<file path="src/rtl/prince_sbox_cms_ctrl.sv">
// Issue/write-back sequencer for a shared, pipelined masked PRINCE S-box.
// Optional macro RND_STALL_EN: stall nibble issue while fresh randomness is unavailable.
module prince_sbox_cms_ctrl #(
  parameter int NIB = 16,
  parameter int LAT = 2
) (
  input  logic       i_clk,
  input  logic       i_rst,
  input  logic       i_start,
  input  logic       i_inv,
  input  logic       i_rnd_vld,
  output logic       o_busy,
  output logic       o_done,
  output logic       o_sbox_vld,
  output logic [3:0] o_nib_sel,
  output logic       o_rnd_req,
  output logic       o_inv,
  output logic       o_wr_en,
  output logic [3:0] o_wr_idx
);

  typedef enum logic [1:0] {IDLE, ISSUE, DRAIN, DONE} state_t;

  localparam logic [3:0] LAST = 4'(NIB - 1);

  state_t             state, state_nxt;
  logic [3:0]         cnt, cnt_nxt;
  logic               inv_q;
  logic               issue_en, issue;
  logic [LAT-1:0]     vld_pipe;
  logic [LAT-1:0][3:0] idx_pipe;

`ifdef RND_STALL_EN
  assign issue_en = i_rnd_vld;
`else
  logic unused_rnd;
  assign unused_rnd = i_rnd_vld;
  assign issue_en   = 1'b1;
`endif

  always_comb begin
    state_nxt = state;
    cnt_nxt   = cnt;
    issue     = 1'b0;
    case (state)
      IDLE: if (i_start) begin
        state_nxt = ISSUE;
        cnt_nxt   = 4'd0;
      end
      ISSUE: if (issue_en) begin
        issue = 1'b1;
        // counter parks on the last index instead of wrapping
        if (cnt == LAST) state_nxt = DRAIN;
        else             cnt_nxt   = cnt + 4'd1;
      end
      DRAIN: if (vld_pipe[LAT-1] && idx_pipe[LAT-1] == LAST) state_nxt = DONE;
      DONE:  state_nxt = IDLE;
      default: state_nxt = IDLE;
    endcase
  end

  always_ff @(posedge i_clk) begin
    if (i_rst) begin
      state    <= IDLE;
      cnt      <= 4'd0;
      inv_q    <= 1'b0;
      vld_pipe <= '0;
      idx_pipe <= '0;
    end else begin
      state <= state_nxt;
      cnt   <= cnt_nxt;
      if (state == IDLE && i_start) inv_q <= i_inv;
      // tracks the S-box register stages; never stalls
      vld_pipe[0] <= issue;
      idx_pipe[0] <= issue ? cnt : 4'd0;
      for (int i = 1; i < LAT; i++) begin
        vld_pipe[i] <= vld_pipe[i-1];
        idx_pipe[i] <= idx_pipe[i-1];
      end
    end
  end

  assign o_busy     = (state != IDLE);
  assign o_done     = (state == DONE);
  assign o_sbox_vld = issue;
  assign o_rnd_req  = issue;
  assign o_nib_sel  = issue ? cnt : 4'd0;
  assign o_inv      = inv_q;
  assign o_wr_en    = vld_pipe[LAT-1];
  assign o_wr_idx   = idx_pipe[LAT-1];

endmodule
</file>
<file path="config.mk">
export PLATFORM = sky130hd
export DESIGN_NAME = prince_sbox_cms_ctrl
export DESIGN_NICKNAME = d
export VERILOG_FILES = /design/src/rtl/prince_sbox_cms_ctrl.sv
export SDC_FILE = /design/constraint.sdc
export NUM_CORES = 1
export LEC_CHECK = 0
export BUFFER_PORTS_ARGS = -buffer_cell sky130_fd_sc_hd__buf_2
export CORE_AREA = 2 2 46 57
export CTS_BUF_LIST = sky130_fd_sc_hd__clkbuf_16
export DETAILED_ROUTE_END_ITERATION = 7
export DIE_AREA = 0 0 48 59
export PLACE_DENSITY = 0.6
export SYNTH_ARGS = -nofsm -noshare
export SYNTH_HDL_FRONTEND = slang
export SYNTH_SLANG_ARGS = --single-unit
</file>
<file path="constraint.sdc">
create_clock -name i_clk -period 2.2 [get_ports i_clk]
set_input_delay 0.22 -clock i_clk [delete_from_list [all_inputs] [get_ports i_clk]]
set_output_delay 0.22 -clock i_clk [all_outputs]
set_load 0.1 [all_outputs]
</file>
==> impl_metrics.yaml <==
power:
  ir_drop_uv: 763
  swShare_pct: 47.6
  seq_power_share_pct: 27.1
  p_sw_uw: 665
  p_int_uw: 731
  pwr_density_cell_nw_per_um2: 1490
  total_power_mw: 1.40
  power.leakage_nw: 0.416
  clkPwrFrac_pct: 26.4
  power_frac_comb_pct: 46.6
clock_network:
  clock_sinks: 17
  cts_resized: 0
  holdBufCountCts: 0
  cts_tree: "built"
  insertion_delay_ns: 0.25
  cts_setup_buffers: 0
  cts_buffers: 3
  clockBufferDepth: 2
  cts_root_buf: "clkbuf_16"
  htreeDepth: 1
  clk_transition_reported_paths_ns: 0.05
run:
  drv_cap: 0
yosys:
  synth-seq-area-share_pct: 44.1
  yosysTopAreaCell: "dfxtp_1"
  syn_avg_cell_area_sq_um: 9.53
  ys_types: 22
  netlist_area_sq_um: 772
  synth.net_count: 92
  ys_ff_latch: 17
  netlist.area_leader.share_pct: 44.1
  yosys_warnings: 0
  synthTopCellsByArea: "dfxtp_1 (44%), ha_1 (9.7%), and2_1 (7.3%), buf_4 (5.8%), nor2b_1 (4.9%)"
  syn_inst: 81
timing:
  finalCriticalPeriod_ns: 1.87
  final.setup.tns_ns: 0
  max_freq_ghz: 0.536
  tightestPinTransition_ns: 0.484
  skew_ns: 0.000924
  rsz0062_at_grt: "false"
  max_slew_margin_pct: 67.9
  holdWs_ns: 0.227
  finalCritPeriodShare_pct: 84.8
  setup_viol: 0
  finalHoldViolCount: 0
  slew_viol_final: 0
floorplanning:
  start_util_pct: 34.2
  chipWidth_um: 48
  dieHeight_um: 59
  core_sq_um: 2260
  io_pins: 19
  dieArea_sq_um: 2830
  num_rows: 19
global_route:
  grtUsageTotal_pct: 12.1
  grt_pass1_wl_mm: 2.31
  grt_pass1_vias: 567
  grt_start_max_net_pins: 15
  grt_overflow: 0
  grt_antenna_before_repair: 0
setup_path:
  worst_setup_path_end_kind: "output port"
  required_ns: 1.98
  worst-setup-path-type: "flop to output port"
  critPathArrivalTime_ns: 1.65
  cp-start-kind: "flop"
  crit_fanout: 14
detailed_routing:
  drc: 0
  wire_per_inst_um: 11.0
  drt_pre_antenna_iters: 7
  wl_mm: 1.39
  antenna_left: 0
  routed_via_density: 4.70
  first_iter_violations: 12
  vias: 592
cells_and_area:
  mostFrequentLayoutCells: "dfxtp_1 (17), buf_2 (17), inv_1 (6), nor2b_1 (6)"
  diodes: 0
  multi_input_area_sq_um: 368
  area_delta_synth_final_pct: 21.4
  seqCellArea_sq_um: 340
  fin_nets: 107
  fillCellCount: 232
  drive_gt1_share_pct: 32.6
  final_cells: 126
min_path:
  hp-class: "primary input to flop"
status:
  status: "completed"
place:
  gp_congestion: 0.750
  hpwl_um: 999
  dp.cells: 122
  portBuffers: 17
==> cells by family after synthesis <==
kind of cell,Yosys count,share of synthesized area [%]
simple gates,31,24.0
flops,17,44.1
compound gates,14,13.0
buf+inv,13,9.24
fa+ha+maj,6,9.72
==> power by group through the flow <==
stage / registers [mW] / clock network, mW / logic, mW
6_report: 0.378 / 0.369 / 0.650
5_1_grt: 0.383 / 0.394 / 0.697
4_1_cts: 0.378 / 0.377 / 0.657
3_5_place_dp: 0.384 / 0 / 0.654
3_3_place_gp: 0.382 / 0 / 0.645
2_1_floorplan: 0.420 / 0 / 0.546
==> per-stage QoR <==
stage                     utilization [%]  instance area [sq um]  setup WS [ns]
after floorplan                         -                    779          0.277
after global placement               37.8                    855          0.619
after detailed placement             37.8                    855          0.602
after CTS                            41.5                    937          0.332
after global routing                 41.5                    937          0.248
final                                41.5                    937          0.333
==> path summary, 6_finish.rpt <==
kind	start	to	slack, ns	cells after the start
worst max-delay path	state[1]	o_nib_sel[1]	0.33	4
worst min-delay path	i_inv	o_inv	0.23	3
worst max register to register	state[0]	cnt[3]	0.60	6
worst min register to register	idx_pipe[1]	o_wr_idx[1]	0.43	1
==> metal layers <==
layer  track usage, %  vias up  part of all wire, %
met5                0        -                    0
met4             10.0        0                  1.3
met3             4.88        2                  3.5
met2             19.4       14                   55
met1             11.2      281                   40
li1                 -      295                    -
==> synth_stat cells <==
library cell  number
dfxtp_1           17
and2_1             9
buf_4              6
ha_1               6
inv_1              6
nor2b_1            6
a21oi_1            5
nand3_1            5
nand2_1            4
a211oi_1           2
nand3_2            2
nand4_1            2
o21ai_0            2
a21boi_2           1
a41o_1             1
clkbuf_1           1
nand2b_2           1
nor2_1             1
o211ai_2           1
o31ai_1            1
o32ai_1            1
or3_1              1
==> critical path, stage by stage (launching register included) <==
cell	delay, ns
dfxtp_1	0.33
inv_1	0.12
ha_2	0.35
and2_2	0.18
buf_2	0.41
==> flip-flops by register name, indices dropped and copies added (netlist names) <==
| name | count |
|---|---|
| o_inv | 1 |
| cnt | 4 |
| o_wr_idx | 4 |
| vld_pipe | 2 |
| state | 2 |
| idx_pipe | 4 |
==> area by class of cell <==
class | count | area share [%]
tap | 31 | 4.14
timing repair buffer | 17 | 9.08
clock inverter | 1 | 0.801
multi-input combinational | 51 | 39.3
inverter | 6 | 2.40
clock buffer | 3 | 8.01
sequential | 17 | 36.3
Note: power is estimated with default switching activity, not from simulation.
